<file path="src/rtl/heartbeat_pwm.sv">
`default_nettype none
// ============================================================================
//  Module      : heartbeat_pwm
//  Description : "Lub-dub" double-pulse brightness envelope stepped by the
//                rising edges of a slow divided clock, driving an LED through
//                a glitch-free PWM carrier at clk/2^PWM_BITS.
//  Revision    : 1.0 - initial release
// ============================================================================
module heartbeat_pwm #(
  parameter int PWM_BITS   = 8,
  parameter int STEP       = 8,
  parameter int PEAK1      = 255,
  parameter int PEAK2      = 160,
  parameter int GAP_TICKS  = 20,
  parameter int REST_TICKS = 60
) (
  input  logic                clk,
  input  logic                rst_n,
  input  logic                step_clk,
  input  logic                enable,
  output logic                led_out,
  output logic [PWM_BITS-1:0] duty,
  output logic [2:0]          phase,
  output logic                beat_pulse
);

  // Gap/rest counter only needs to reach the larger of the two tick counts.
  localparam int CNT_MAX = (GAP_TICKS > REST_TICKS) ? GAP_TICKS : REST_TICKS;
  localparam int CNT_W   = (CNT_MAX > 1) ? $clog2(CNT_MAX) : 1;

  localparam logic [2:0] IDLE  = 3'd0;
  localparam logic [2:0] RISE1 = 3'd1;
  localparam logic [2:0] FALL1 = 3'd2;
  localparam logic [2:0] GAP   = 3'd3;
  localparam logic [2:0] RISE2 = 3'd4;
  localparam logic [2:0] FALL2 = 3'd5;
  localparam logic [2:0] REST  = 3'd6;

  // Rise comparisons are done one bit wider so duty+STEP can never wrap.
  localparam logic [PWM_BITS:0]   STEP_X    = (PWM_BITS+1)'(STEP);
  localparam logic [PWM_BITS:0]   PEAK1_X   = (PWM_BITS+1)'(PEAK1);
  localparam logic [PWM_BITS:0]   PEAK2_X   = (PWM_BITS+1)'(PEAK2);
  localparam logic [PWM_BITS-1:0] STEP_D    = PWM_BITS'(STEP);
  localparam logic [PWM_BITS-1:0] PEAK1_D   = PWM_BITS'(PEAK1);
  localparam logic [PWM_BITS-1:0] PEAK2_D   = PWM_BITS'(PEAK2);
  localparam logic [PWM_BITS-1:0] PWM_TOP   = '1;
  localparam logic [CNT_W-1:0]    GAP_LAST  = CNT_W'(GAP_TICKS - 1);
  localparam logic [CNT_W-1:0]    REST_LAST = CNT_W'(REST_TICKS - 1);

  logic                step_d;
  logic                tick;
  logic [2:0]          state;
  logic [2:0]          state_nxt;
  logic [PWM_BITS-1:0] duty_nxt;
  logic [CNT_W-1:0]    cnt;
  logic [CNT_W-1:0]    cnt_nxt;
  logic                pulse_nxt;
  logic [PWM_BITS:0]   sum_ext;
  logic                peak1_hit;
  logic                peak2_hit;
  logic                floor_hit;
  logic                gap_done;
  logic                rest_done;
  logic [PWM_BITS-1:0] pwm_cnt;
  logic [PWM_BITS-1:0] shadow;

  // Delay step_clk one clk so its rising edge becomes a one-clk tick.
  always_ff @(posedge clk or negedge rst_n) begin
    if (!rst_n) step_d <= 1'b0;
    else        step_d <= step_clk;
  end

  assign tick      = step_clk & ~step_d;
  assign sum_ext   = {1'b0, duty} + STEP_X;
  assign peak1_hit = (sum_ext >= PEAK1_X);
  assign peak2_hit = (sum_ext >= PEAK2_X);
  assign floor_hit = (duty <= STEP_D);
  assign gap_done  = (cnt == GAP_LAST);
  assign rest_done = (cnt == REST_LAST);
  assign phase     = state;

  // Envelope state register.
  always_ff @(posedge clk or negedge rst_n) begin
    if (!rst_n) state <= IDLE;
    else        state <= state_nxt;
  end

  // Next-state logic; the envelope only advances on a tick.
  always_comb begin
    state_nxt = state;
    if (tick) begin
      case (state)
        IDLE:    if (enable)    state_nxt = RISE1;
        RISE1:   if (peak1_hit) state_nxt = FALL1;
        FALL1:   if (floor_hit) state_nxt = GAP;
        GAP:     if (gap_done)  state_nxt = RISE2;
        RISE2:   if (peak2_hit) state_nxt = FALL2;
        FALL2:   if (floor_hit) state_nxt = REST;
        // enable is only sampled here, so dropping it never cuts a beat short.
        REST:    if (rest_done) state_nxt = enable ? RISE1 : IDLE;
        default: state_nxt = IDLE;
      endcase
    end
  end

  // Per-state duty, counter and beat-marker updates applied on a tick.
  always_comb begin
    duty_nxt  = duty;
    cnt_nxt   = cnt;
    pulse_nxt = 1'b0;
    if (tick) begin
      case (state)
        IDLE: duty_nxt = '0;
        RISE1: begin
          if (peak1_hit) begin
            duty_nxt  = PEAK1_D;
            pulse_nxt = 1'b1;
          end else begin
            duty_nxt = sum_ext[PWM_BITS-1:0];
          end
        end
        RISE2: begin
          if (peak2_hit) duty_nxt = PEAK2_D;
          else           duty_nxt = sum_ext[PWM_BITS-1:0];
        end
        FALL1, FALL2: begin
          if (floor_hit) begin
            duty_nxt = '0;
            cnt_nxt  = '0;
          end else begin
            duty_nxt = duty - STEP_D;
          end
        end
        GAP: begin
          duty_nxt = '0;
          cnt_nxt  = gap_done ? '0 : cnt + 1'b1;
        end
        REST: begin
          duty_nxt = '0;
          cnt_nxt  = rest_done ? '0 : cnt + 1'b1;
        end
        default: begin
          duty_nxt = '0;
          cnt_nxt  = '0;
        end
      endcase
    end
  end

  // Envelope datapath registers.
  always_ff @(posedge clk or negedge rst_n) begin
    if (!rst_n) begin
      duty       <= '0;
      cnt        <= '0;
      beat_pulse <= 1'b0;
    end else begin
      duty       <= duty_nxt;
      cnt        <= cnt_nxt;
      beat_pulse <= pulse_nxt;
    end
  end

  // PWM carrier: duty is latched only at the wrap so a period is never split.
  always_ff @(posedge clk or negedge rst_n) begin
    if (!rst_n) begin
      pwm_cnt <= '0;
      shadow  <= '0;
      led_out <= 1'b0;
    end else begin
      pwm_cnt <= pwm_cnt + 1'b1;
      if (pwm_cnt == PWM_TOP) shadow <= duty;
      led_out <= (pwm_cnt < shadow);
    end
  end

endmodule
`default_nettype wire

</file>
<file path="config.mk">
export PLATFORM = sky130hd
export DESIGN_NAME = heartbeat_pwm
export DESIGN_NICKNAME = d
export VERILOG_FILES = /design/src/rtl/heartbeat_pwm.sv
export SDC_FILE = /design/constraint.sdc
export NUM_CORES = 1
export LEC_CHECK = 0
export CAP_MARGIN = 0
export CELL_PAD_IN_SITES_DETAIL_PLACEMENT = 1
export CELL_PAD_IN_SITES_GLOBAL_PLACEMENT = 2
export CORE_MARGIN = 5
export CORE_UTILIZATION = 39
export CTS_CLUSTER_SIZE = 12
export DETAILED_ROUTE_END_ITERATION = 10
export HOLD_SLACK_MARGIN = 0.05
export PLACE_DENSITY_LB_ADDON = 0.1
export SLEW_MARGIN = 20
export SYNTH_ARGS = -nofsm -noshare
export SYNTH_HDL_FRONTEND = slang
export SYNTH_SLANG_ARGS = --single-unit
</file>
<file path="constraint.sdc">
create_clock -name clk -period 6.95 [get_ports clk]
set_clock_uncertainty 0.05 [all_clocks]
set_input_delay 0.695 -clock clk [delete_from_list [all_inputs] [get_ports clk]]
set_output_delay 0.695 -clock clk [all_outputs]
set_load 0.05 [all_outputs]
</file>
**Word-level counts from Yosys, hierarchy flattened**

Cells that the tools add are included.
Widths: inputs -> output; s select.

- Add/sub/neg operators: 4
- Magnitude comparators: 4
- Eq/ne operators: 17
- Mux-type cells: 20
- Bitwise gates (word level): 3
- Reduce and logical (&&, ||, !) cells: 5

Operator list:

| cell | number |
|---|---|
| $mux 8 | 3 |
| $pmux 6 s4 | 1 |
| $pmux 8 s3 | 1 |
| $mux 3 | 7 |
| $pmux 3 s7 | 1 |
| $ge 9x8->1 const B | 2 |
| $mux 6 | 3 |
| $ne 2x2->1 const B | 8 |
| $add 8x4->9 const B | 1 |
| $eq 3x3->1 const B | 3 |
| $add 8x1->8 const B | 1 |
| $eq 8x8->1 const B | 1 |
| $le 8x4->1 const B | 1 |
| $lt 8x8->1 | 1 |
| $reduce_and 8->1 | 1 |
| $sub 8x4->8 const B | 1 |
| $add 6x1->6 const B | 1 |
| $eq 3x2->1 const B | 2 |
| $eq 6x5->1 const B | 1 |
| $eq 6x6->1 const B | 1 |
| $mux 1 | 4 |
| $eq 3x1->1 const B | 1 |
| $logic_not 3->1 | 1 |
| $reduce_and 3->1 | 1 |
| 4 further kinds | 5 |

- Register bits: 36
- Input port bits: 4
- Output and inout port bits: 13

**Logic depth before layout (Yosys ltp)**

Gate-level depths: netlist (run 1).

- Word-level depth: 5
- Gate-level depth with buffers: 9

**Worst setup path after synthesis (run 1)**

OpenSTA, ideal clock, no wires.

- Kind: reg-to-reg
- Start: register duty[3]
- End: register state[0], in the netlist phase[0]
- Library setup time: 0.138 ns
- Arrival: 2.697 ns
- Required time: 6.762 ns
- Slack: 4.065 ns
- Stages on the path, launching flop included: 9
- Cells stage by stage: dfrtp_1 > ha_1 > a21boi_0 > mux2_2 > and2_1 > or4_1 > buf_2 > mux2i_1 > o221ai_1

- Longest elaborated chain between the ends: 4
- Elaborated cells between the ends (all ways): 9

Ends and longest elaborated chain:

| element | line | text |
|---|---|---|
| start: declaration | 22 | `output logic [PWM_BITS-1:0] duty,` |
| start signal: assignment | 157 | `duty <= duty_nxt;` |
| $add 8x4->9 | 74 | `assign sum_ext = {1'b0, duty} + STEP_X;` |
| $ge 9x8->1 (on tied branches) | 76, 75 |  |
| $ne 2x2->1 (no line) | -- |  |
| $reduce_and 8->1 (no line) * | -- |  |
| end signal: assignment | 85 | `else state <= state_nxt;` |
| end: declaration | 52 | `logic [2:0] state;` |

Every way passes the cells marked *; elsewhere a longest branch is shown, timed or not.
A chain may end at the register's enable or synchronous reset.

**Worst setup path in the final report (run 1)**

Ends and elaborated chain as after synthesis.

==> results.py, run 1 <==
metrics = {
    "route": {
        "drc": 0,
        "drt-initial-drc-count": 52,
        "drtPass1Iterations": 4,
        "vias_per_cell": 5.67,
        "routed_wl_um": 5300,
        "wl_per_cell_um": 17.3,
        "vias": 1740,
        "ant_nets": 0,
    },
    "placed_design": {
        "place.port_buffers": 16,
        "dpl.hpwl_um": 3830,
        "globalplace.congestion": 0.814,
        "placed_area_um2": 2240,
        "pre_cts_ws_ns": 4.03,
    },
    "floorplan": {
        "initial_core_util": 0.399,
        "core-area_um2": 5110,
        "fp-row-count": 26,
        "ios": 17,
        "die_y_um": 82.3,
        "die_area_um2": 6780,
        "die_x_um": 82.3,
    },
    "logic_synthesis": {
        "avgSynthCellArea_um2": 9.15,
        "synth_flop_cell": "dfrtp_1",
        "ys_seq_area_frac": 0.393,
        "ys_warn_count": 0,
        "synth_area_um2": 2040,
        "synth-edff-count": 0,
        "synthCells": 223,
        "syn_nets": 240,
        "yosysTopAreaCellShare": 0.393,
        "ys_types": 51,
        "synth_top_cell_by_area": "dfrtp_1",
        "synth_area_leaders": "dfrtp_1, ha_1, o21ai_0, inv_1, a21oi_1",
        "synth_seq_cells": 32,
        "synthArstFlopShare": 1.00,
    },
    "global_routing": {
        "antenna_found_initial": 0,
        "grt_pass1_wl_um": 9400,
        "gr-total-overflow": 0,
        "grt_use_total": 0.181,
        "grt_max_degree": 33,
        "grt_pass1_vias": 1908,
    },
    "power": {
        "ir_drop_mv": 0.231,
        "p_clk_frac": 0.167,
        "seq_power_share": 0.343,
        "switching_power_mw": 0.426,
        "leakage_nw": 0.968,
        "switching_share": 0.481,
        "p_int_mw": 0.459,
        "power_frac_comb": 0.490,
        "powerDensity_nw_per_um2": 379,
    },
    "sta": {
        "maxSlewHeadroom": 0.559,
        "final.period_utilization": 0.417,
        "clock.fmax_ghz": 0.345,
        "finalHoldViolCount": 0,
        "post-route-min-period_ns": 2.90,
        "rsz0062_at_grt": "no",
        "drv_slew": 0,
        "finalSetupViolCount": 0,
        "layout_setup_ws_ns": 4.05,
        "tightestPinTransition_ns": 0.660,
        "tns_ns": 0,
    },
    "run": {
        "cap_violations": 0,
    },
    "final_layout": {
        "syn_to_final_growth_pct": 14.6,
        "mostFrequentLayoutCells": "dfrtp_1, o21ai_0, inv_1, nand2_1, clkdlybuf4s50_1",
        "diodes": 0,
        "finalInstanceArea_um2": 2340,
        "nets": 253,
        "mostFrequentLayoutCell": "dfrtp_1",
        "drive_gt1_frac": 0.0591,
        "final_util": 0.458,
    },
    "clock_network": {
        "cts-root-buf": "clkbuf_8",
        "cts_buffer_depth": 2,
        "ctsResizeCount": 0,
        "cts_htree_levels": 2,
        "clock_sinks": 32,
        "cts_made_buffers": 5,
        "clk_latency_ns": 0.28,
        "cts_tree": "done",
        "cts_setup_buffers": 0,
        "clk_pin_slew_ns": 0.07,
        "hold_buffers": 0,
    },
    "outcome": {
        "status": "completed",
    },
    "worst_setup_path": {
        "crit_fanout": 11,
        "cp.arrival_ns": 2.99,
        "endpoint_kind": "flip-flop",
        "cp-start-kind": "flip-flop",
        "criticalPathCategory": "flip-flop to flip-flop",
        "cp.required_ns": 7.05,
        "r2r_slack_ns": 4.05,
    },
    "hold_path": {
        "min_path_type": "flip-flop to flip-flop",
    },
}
==> cells by family (layout without fill, tap and decap cells) <==
kind of cell / count (synthesis) / after routing / share of synthesized area
adders and majority gates: 13 / 13 / 0.0798
muxes: 6 / 6 / 0.0307
buffers and inverters: 28 / 42 / 0.0570
xor gates and xnor gates: 8 / 8 / 0.0344
DFF: 32 / 32 / 0.393
and+or+nand+nor: 72 / 72 / 0.186
AOI/OAI and AO/OA: 64 / 64 / 0.220
==> flip-flops by register name (all words and copies together) (netlist names) <==
name        cells
beat_pulse      1
cnt             6
duty            6
led_out         1
phase           3
pwm_cnt         8
shadow          6
step_d          1
==> Yosys cell counts (5+ instances only) <==
| master | number |
|---|---|
| a21oi_1 | 12 |
| clkbuf_1 | 6 |
| dfrtp_1 | 32 |
| ha_1 | 13 |
| inv_1 | 17 |
| nand2_1 | 16 |
| nand2b_1 | 6 |
| nand3_1 | 10 |
| nor2_1 | 11 |
| nor3_1 | 6 |
| o21ai_0 | 19 |
| xnor2_1 | 5 |
==> worst max-delay path: stages, from the launching register on <==
cell	delay [ns]
dfrtp_1	0.56
ha_1	0.39
a21boi_0	0.24
mux2_2	0.38
and2_1	0.16
or4_1	0.64
mux2i_1	0.21
o221ai_1	0.13
==> worst paths after layout <==
check / start / end / cells after the start
max reg2reg: duty[3] / phase[0] / 7
min: pwm_cnt[0] / pwm_cnt[0] / 1
min reg2reg: pwm_cnt[0] / pwm_cnt[0] / 1
max: duty[3] / phase[0] / 7
min in group asynchronous: rst_n / pwm_cnt[3] / 2
max in group asynchronous: rst_n / cnt[0] / 2
==> layer usage <==
| metal | global-route usage | up-vias | part of all wire |
|---|---|---|---|
| li1 | - | 834 | - |
| met1 | 0.229 | 873 | 0.47 |
| met2 | 0.304 | 23 | 0.49 |
| met3 | 0.0315 | 10 | 0.024 |
| met4 | 0.0714 | 0 | 0.018 |
| met5 | 0 | - | 0 |
==> stage by stage <==
stage / power, mW / hold WS (ns) / std cells
floorplan: 0.607 / 0.349 / 223
global placement: 0.728 / 0.408 / 299
detailed placement: 0.736 / 0.429 / 299
CTS: 0.890 / 0.436 / 307
global route: 0.949 / 0.463 / 307
finish: 0.886 / 0.434 / 307
==> final cells by class <==
type	instances	area, µm²
Fill cell	611	2770
Multi-Input combinational cell	163	1130
Sequential cell	32	801
Timing Repair Buffer	17	168
Clock buffer	8	90.1
Tap cell	70	87.6
Inverter	17	63.8
==> power groups by stage <==
| stage | combinational [mW] | sequential [mW] | clock [mW] |
|---|---|---|---|
| floorplan | 0.282 | 0.324 | 0 |
| global placement | 0.424 | 0.303 | 0 |
| detailed placement | 0.429 | 0.307 | 0 |
| CTS | 0.432 | 0.303 | 0.154 |
| global route | 0.472 | 0.315 | 0.163 |
| finish | 0.434 | 0.304 | 0.148 |
No activity file was read; power rests on OpenSTA's default activity.
==> inputs of run 2 (changes only) <==
--- a/config.mk
+++ b/config.mk
@@ -9,7 +9,7 @@
 export CELL_PAD_IN_SITES_DETAIL_PLACEMENT = 1
 export CELL_PAD_IN_SITES_GLOBAL_PLACEMENT = 2
 export CORE_MARGIN = 5
-export CORE_UTILIZATION = 39
+export CORE_UTILIZATION = 36
 export CTS_CLUSTER_SIZE = 12
 export DETAILED_ROUTE_END_ITERATION = 10
 export HOLD_SLACK_MARGIN = 0.05
==> constraint.sdc (replaced) <==
create_clock -name clk -period 2.7 [get_ports clk]
set_clock_uncertainty 0.05 [all_clocks]
set_input_delay 0.27 -clock clk [delete_from_list [all_inputs] [get_ports clk]]
set_output_delay 0.27 -clock clk [all_outputs]
set_load 0.05 [all_outputs]
==> run 2 against run 1 <==
Register-to-register slack got worse by 3.9 ns; power grew to 2.8 times the previous value; highest routed layer unchanged; critical endpoint unchanged; final cell count is 4.6% higher; clock power grew to 3.1 times the previous value; die area up 7.3%.
==> results.py, run 2 (same netlist as run 1, synthesis figures left out) <==
metrics = {
    "outcome": {
        "status": "completed",
    },
    "route": {
        "routed_wl_um": 5520,
        "drc": 0,
        "vias_per_cell": 5.70,
        "drtPass1Iterations": 4,
        "ant_nets": 0,
        "wl_per_cell_um": 17.2,
        "vias": 1829,
        "drt-initial-drc-count": 55,
    },
    "clock_network": {
        "cts_made_buffers": 5,
        "clock_sinks": 32,
        "cts_buffer_depth": 2,
        "cts_tree": "done",
        "cts_setup_buffers": 0,
        "clk_pin_slew_ns": 0.07,
        "cts-root-buf": "clkbuf_8",
        "cts_htree_levels": 2,
        "clk_latency_ns": 0.28,
    },
    "global_routing": {
        "grt_use_total": 0.161,
        "grt_max_degree": 33,
        "gr-total-overflow": 0,
        "grt_pass1_wl_um": 9590,
        "grt_pass1_vias": 1982,
        "antenna_found_initial": 0,
    },
    "power": {
        "power_frac_comb": 0.529,
        "p_clk_frac": 0.184,
        "powerDensity_nw_per_um2": 1010,
        "leakage_nw": 1.04,
        "ir_drop_mv": 0.557,
        "p_int_mw": 1.35,
        "switching_share": 0.457,
        "switching_power_mw": 1.13,
        "seq_power_share": 0.288,
        "total_power_mw": 2.48,
    },
    "sta": {
        "finalSetupViolCount": 0,
        "finalHoldViolCount": 0,
        "tns_ns": 0,
        "drv_slew": 0,
        "final.period_utilization": 0.936,
        "post-route-min-period_ns": 2.53,
        "clock.fmax_ghz": 0.396,
        "tightestPinTransition_ns": 0.514,
        "rsz0062_at_grt": "no",
        "maxSlewHeadroom": 0.656,
    },
    "final_layout": {
        "diodes": 0,
        "fillers": 644,
        "finalInstanceArea_um2": 2450,
        "syn_to_final_growth_pct": 20.1,
        "largest_reg_flops": 8,
        "drive_gt1_frac": 0.120,
        "mostFrequentLayoutCells": "dfrtp_1, o21ai_0, inv_1, nand2_1, clkdlybuf4s50_1",
        "stdcell_count": 321,
        "nets": 265,
        "final_util": 0.445,
        "mostFrequentLayoutCell": "dfrtp_1",
        "top_register": "pwm_cnt",
    },
    "worst_setup_path": {
        "cp-start-kind": "flip-flop",
        "cp.arrival_ns": 2.62,
        "cp.required_ns": 2.80,
        "crit_fanout": 10,
        "criticalPathCategory": "flip-flop to flip-flop",
        "endpoint_kind": "flip-flop",
    },
    "floorplan": {
        "die_x_um": 85.3,
        "core-area_um2": 5510,
        "die_y_um": 85.3,
        "initial_core_util": 0.370,
        "die_area_um2": 7270,
        "ios": 17,
        "fp-row-count": 27,
    },
    "hold_path": {
        "min_path_type": "input pin to asynchronous set/reset pin",
    },
    "placed_design": {
        "globalplace.congestion": 0.809,
        "dpl.hpwl_um": 4100,
        "place.port_buffers": 16,
        "placed_area_um2": 2340,
        "placed_cells": 313,
    },
    "run": {
        "cap_violations": 0,
    },
}
[run 2: cell types whose count changed in the layout (fill, tap and decap cells not counted), sizes merged]
cell    previous run  this run
buf                1        13
bufinv             0         1
clkinv             0         1
clkbuf             8         6
[run 2: per-layer routing]
| metal | global-route usage | up-vias | wire, µm |
|---|---|---|---|
| met3 | 0.0320 | 8 | 154 |
| li1 | - | 860 | - |
| met4 | 0.0547 | 0 | 78 |
| met1 | 0.193 | 936 | 2490 |
| met5 | 0 | - | 0 |
| met2 | 0.286 | 25 | 2800 |
[run 2: per-stage QoR]
step | setup WS [ns] | hold WS (ns)
6_report | 0.174 | 0.355
5_1_grt | 0.0215 | 0.406
4_1_cts | 0.0326 | 0.365
3_5_place_dp | 0.0570 | 0.416
3_3_place_gp | 0.230 | 0.400
2_1_floorplan | 0.0318 | -0.0756
[run 2: final cells by class]
class                   count  area [µm²]  area share
clock buffers               6        72.6      0.0296
multi-input cells         163        1130       0.460
inverters                  17        63.8      0.0261
repair buffers             29         258       0.105
clock inverters             2        35.0      0.0143
well taps                  72        90.1      0.0368
flip-flops and latches     32         803       0.328
[run 2: power by group through the flow]
| stage | registers, mW | logic (mW) | clock network (mW) |
|---|---|---|---|
| after floorplan | 0.838 | 0.727 | 0 |
| after global placement | 0.707 | 1.27 | 0 |
| after detailed placement | 0.718 | 1.30 | 0 |
| after CTS | 0.710 | 1.31 | 0.471 |
| after global routing | 0.727 | 1.42 | 0.488 |
| final | 0.714 | 1.31 | 0.456 |
[run 2: critical path, cell delays in order (launching register included)]
cell      delay (ns)
dfrtp_2         0.48
ha_1            0.20
a21boi_0        0.22
mux2_2          0.39
and2_1          0.16
or4_4           0.57
mux2i_1         0.20
o221ai_1        0.13
[run 2: worst paths after layout]
| kind | startpoint | end | slack, ns | depth (start not counted) |
|---|---|---|---|---|
| setup / recovery | duty[4] | phase[0] | 0.17 | 7 |
| hold / removal | rst_n | pwm_cnt[5] | 0.36 | 2 |
| setup reg to reg | duty[4] | phase[0] | 0.17 | 7 |
| hold reg to reg | pwm_cnt[0] | pwm_cnt[0] | 0.43 | 1 |
| max in group asynchronous | rst_n | duty[4] | 1.91 | 2 |
| min in group clk | pwm_cnt[0] | pwm_cnt[0] | 0.43 | 1 |
[run 2: repair_timing]
item / in CTS / in global routing
resized for setup: 0 / 2
hold buffers: 0 / 0
endpoints found under the setup margin: 0 / 3
==> inputs of run 3 (changes only) <==
--- a/config.mk
+++ b/config.mk
@@ -8,6 +8,7 @@
 export CAP_MARGIN = 0
 export CELL_PAD_IN_SITES_DETAIL_PLACEMENT = 1
 export CELL_PAD_IN_SITES_GLOBAL_PLACEMENT = 2
+export CORE_ASPECT_RATIO = 2
 export CORE_MARGIN = 5
 export CORE_UTILIZATION = 36
 export CTS_CLUSTER_SIZE = 12
==> constraint.sdc (replaced) <==
create_clock -name clk -period 2.7 [get_ports clk]
set_clock_uncertainty 0.05 [all_clocks]
set_input_delay 0.54 -clock clk [delete_from_list [all_inputs] [get_ports clk]]
set_output_delay 0.54 -clock clk [all_outputs]
set_load 0.05 [all_outputs]
==> run 3 against run 2 <==
Combinational power is essentially flat; critical path depth up 1; clock-buffer cell count fell by 1; final cell count shrank 4.4%; sequential share of layout area increased by 0.36 points; worst setup slack worse by 0.037 ns; first-iteration DRC count shrank 16%; utilization down 0.17 points; largest power group unchanged.
==> results.py, run 3 (same netlist as run 1, synthesis figures left out) <==
metrics = {
    "clock_network": {
        "cts_tree": "done",
        "hold_buffers": 0,
        "clock_sinks": 32,
        "cts_made_buffers": 5,
        "cts_buffer_depth": 2,
        "clk_latency_ns": 0.29,
        "cts-root-buf": "clkbuf_8",
        "cts_htree_levels": 2,
        "clk_pin_slew_ns": 0.08,
    },
    "final_layout": {
        "multi_input_area_um2": 1130,
        "finalInstanceArea_um2": 2420,
        "seqCellArea_um2": 803,
        "syn_to_final_growth_pct": 18.8,
        "largest_reg_flops": 8,
        "drive_gt1_frac": 0.113,
        "top_register": "pwm_cnt",
        "mostFrequentLayoutCells": "dfrtp_1, o21ai_0, inv_1, nand2_1, clkdlybuf4s50_1",
        "mostFrequentLayoutCell": "dfrtp_1",
        "fillers": 662,
        "nets": 263,
        "final_util": 0.443,
        "diodes": 0,
    },
    "route": {
        "drtPass1Iterations": 4,
        "routed_wl_um": 6080,
        "drc": 0,
        "wl_per_cell_um": 19.8,
        "ant_nets": 0,
        "vias_per_cell": 5.91,
        "drt-initial-drc-count": 46,
        "vias": 1815,
    },
    "floorplan": {
        "initial_core_util": 0.373,
        "ios": 17,
        "die_y_um": 116,
        "die_area_um2": 7360,
        "fp-row-count": 38,
        "die_x_um": 63.2,
        "core-area_um2": 5470,
    },
    "global_routing": {
        "met1_usage": 0.163,
        "grt_use_total": 0.172,
        "grt_pass1_vias": 1967,
        "use_met3": 0.0260,
        "grt_pass1_wl_um": 9950,
        "grt_max_degree": 33,
        "gr-total-overflow": 0,
        "antenna_found_initial": 0,
        "busiest_layer": "met2",
        "use_met2": 0.358,
    },
    "power": {
        "total_power_mw": 2.50,
        "powerDensity_nw_per_um2": 1030,
        "ir_drop_mv": 0.642,
        "leakage_nw": 1.03,
    },
    "placed_design": {
        "place.port_buffers": 16,
        "globalplace.congestion": 0.922,
        "dpl.hpwl_um": 4760,
        "placed_area_um2": 2310,
    },
    "sta": {
        "finalHoldViolCount": 0,
        "tightestPinTransition_ns": 0.551,
        "tns_ns": 0,
        "drv_slew": 0,
        "rsz0062_at_grt": "no",
        "final.period_utilization": 0.949,
        "clock.fmax_ghz": 0.390,
        "post-route-min-period_ns": 2.56,
        "maxSlewHeadroom": 0.633,
        "finalSetupViolCount": 0,
    },
    "run": {
        "cap_violations": 0,
    },
    "hold_path": {
        "min_path_type": "flip-flop to flip-flop",
    },
    "worst_setup_path": {
        "cp.arrival_ns": 2.67,
        "cp-start-kind": "flip-flop",
        "crit_fanout": 10,
        "criticalPathCategory": "flip-flop to flip-flop",
        "cp.required_ns": 2.80,
        "endpoint_kind": "flip-flop",
    },
    "outcome": {
        "status": "completed",
    },
}
run 3: per-layer routing:
layer	up-vias	wire length, µm
met1	931	2140
met3	9	157
li1	850	-
met5	-	0
met4	0	139
met2	25	3650
run 3: layout make-up:
type	count	area share
clock buffer	5	0.0284
clock inverter	3	0.0176
inverter	17	0.0263
multi-input combinational	163	0.465
sequential	32	0.332
tap	60	0.0310
timing repair buffer	27	0.100
run 3: report_power, final:
| group | total, mW | internal [mW] | switching [mW] |
|---|---|---|---|
| registers | 0.741 | 0.551 | 0.189 |
| logic | 1.29 | 0.505 | 0.788 |
| clock network | 0.466 | 0.273 | 0.193 |
run 3: worst paths after layout:
path                             from         end  slack (ns)  cells past startpoint
max in group asynchronous       rst_n     duty[4]        1.67                      2
max reg2reg                   duty[4]    phase[0]        0.14                      8
max                           duty[4]    phase[0]        0.14                      8
min                        pwm_cnt[0]  pwm_cnt[0]        0.42                      1
min in group asynchronous       rst_n  pwm_cnt[2]        0.59                      2
min reg2reg                pwm_cnt[0]  pwm_cnt[0]        0.42                      1
run 3: worst max-delay path: stages (launching register included):
cell and delay (ns):
dfrtp_2 0.47, inv_1 0.19, ha_1 0.19, nand2b_1 0.09
a2111oi_4 0.37, o21ai_1 0.15, or4_4 0.56, mux2i_1 0.20
o221ai_1 0.15
run 3: per-stage QoR:
stage                     instances  hold WS (ns)  worst slack [ns]
after detailed placement        299         0.419            0.0520
after global placement          299         0.402             0.226
after floorplan                 223         0.194            0.0318
final                           307         0.425             0.136
after global routing            307         0.449            0.0399
after CTS                       307         0.430            0.0377
run 3: what timing repair did:
action | 4_1_cts | 5_1_grt
resized for setup | 0 | 2
buffers inserted | 0 | 0
setup endpoints to repair | 0 | 3
endpoints found under the hold margin | 0 | 0
==> variant: new RTL, settings of run 2 <==
Reset style: synchronous (`rst_n`), changed in 4 clocked blocks.
--- a/src/rtl/heartbeat_pwm.sv
+++ b/src/rtl/heartbeat_pwm.sv
@@ -65,7 +65,7 @@
   logic [PWM_BITS-1:0] shadow;
 
   // Delay step_clk one clk so its rising edge becomes a one-clk tick.
-  always_ff @(posedge clk or negedge rst_n) begin
+  always_ff @(posedge clk) begin
     if (!rst_n) step_d <= 1'b0;
     else        step_d <= step_clk;
   end
@@ -80,7 +80,7 @@
   assign phase     = state;
 
   // Envelope state register.
-  always_ff @(posedge clk or negedge rst_n) begin
+  always_ff @(posedge clk) begin
     if (!rst_n) state <= IDLE;
     else        state <= state_nxt;
   end
@@ -148,7 +148,7 @@
   end
 
   // Envelope datapath registers.
-  always_ff @(posedge clk or negedge rst_n) begin
+  always_ff @(posedge clk) begin
     if (!rst_n) begin
       duty       <= '0;
       cnt        <= '0;
@@ -161,7 +161,7 @@
   end
 
   // PWM carrier: duty is latched only at the wrap so a period is never split.
-  always_ff @(posedge clk or negedge rst_n) begin
+  always_ff @(posedge clk) begin
     if (!rst_n) begin
       pwm_cnt <= '0;
       shadow  <= '0;
Check against the original RTL: differs if rst_n is asserted again (counterexample within 4 cycles, from zero or initial values and one cycle with rst_n low); with rst_n held inactive, the same outputs for 10 cycles.
==> variant against run 2 <==
  * Hold slack better by 91 ps
  * Synthesized area is 0.80% lower
  * Critical path depth is the same
  * Sequential share of layout area is 6.0 points lower
  * Sequential cell count is the same
  * Routed wire length shrank 2.0%
  * First-iteration DRC count grew 16%
  * Global-route usage is essentially flat
  * Die area fell by 0.70%
  * Setup slack improved by 67 ps
  * Design area shrank 2.3%
  * Critical path type unchanged
Power is not compared: it rests on default switching activity, and its combinational part moved more than twofold at a synthesized area within 25%.
==> variant: results (changes against run 2) <==
metric	value	unit	change
clk slew on worst S/H paths	80	ps	
HP Start	pwm_cnt[0]		
Post-synth top cells	dfxtp_1 (32), nand2_1 (22), nor2_1 (19)		
worst min-delay path class	flip-flop to flip-flop		
Critical R2R Launch	duty[4]		
Slowest cell on crit path	dfxtp_1		
CP Data Arrival Time	2600	ps	-20 ps
GP Congestion	0.790		-2.3%
number of flip-flops under the largest register name	8		unchanged
hold_ws	446	ps	+91.0 ps
# port buffers	16		unchanged
share of cells above drive strength 1	0.0912		-0.0292
Max Slew Vio Count	0		unchanged
largest cells by area after synthesis	dfxtp_1 (32%), ha_1 (8.0%), nor2b_1 (4.3%)		
H-tree levels	2		unchanged
complex-gate fraction of the synthesized area	0.201		-0.0186
global-route wire length before repair	9580	microns	-0.15%
Setup Buffers After CTS	0		unchanged
total number of vias	1806		-1.3%
maximum number of pins on one net before global-route repair	15		-55%
NumNets Final	290		+9.4%
Yosys cell types	46		-9.8%
mux share of post-synthesis cell area	0.0297		-0.000990
drt first pass iters	4		unchanged
status	complete, no violations		
vias in the first global route	1893		-4.5%
initial antenna violation count	0		unchanged
critical path class	flip-flop to flip-flop		
CP max stage delay	510	ps	-60 ps
DRC	0		unchanged
R2R setup slack	240	ps	+70 ps
asr flop ratio synth	0		-1.00
Main synth FF type	dfxtp_1		
Root Driver	clkbuf_8		
RR Endpoint	phase[0]		
wire per inst	15.6	microns	-9.1%
actual slew at the worst max-slew pin	537	ps	+23.4 ps
post-DP HPWL	4010	microns	-2.3%
maximum VDD drop	211	uV	
Seq/Total Area, Yosys	0.317		-0.0760
CP max FO	9		-1
all-layer global routing usage	0.161		+0.000323
Pleak	0.000909	uW	
post-synthesis xor/xnor area fraction	0.0260		-0.00838
post-cts sizing count	0		unchanged
1st-iter DRT viols	64		+16%
adder-cell share of the synthesized area	0.0804		+0.000641
post-synth net total	271		+13%
[variant: per-layer routing]
| metal | wire (microns) | part of all wire | GRT usage |
|---|---|---|---|
| met1 | 2780 | 0.51 | 0.225 |
| met2 | 2440 | 0.45 | 0.251 |
| met3 | 101 | 0.019 | 0.0311 |
| met4 | 82 | 0.015 | 0.0489 |
| met5 | 0 | 0 | 0 |
[variant: per-stage QoR]
step                instance area (sq um)  cells  worst slack, ps  total power, uW
finish                               2390    346              240             1040
global route                         2390    346              103             1090
CTS                                  2390    346              248             1060
detailed placement                   2280    338              261              582
global placement                     2280    338              320              582
floorplan                            2020    254             46.3              551
[variant: area by class of cell]
class	count	area, sq um
clock inverter	3	42.5
clock buffer	5	68.8
tap	72	90.1
multi-input combinational	196	1270
fill	670	3080
sequential	32	641
inverter	12	45.0
timing repair buffer	26	235
[variant: power breakdown]
group | total [uW] | switching, uW | internal [uW]
clock network | 474 | 201 | 273
logic | 85.2 | 49.2 | 36.0
registers | 485 | 6.19 | 479
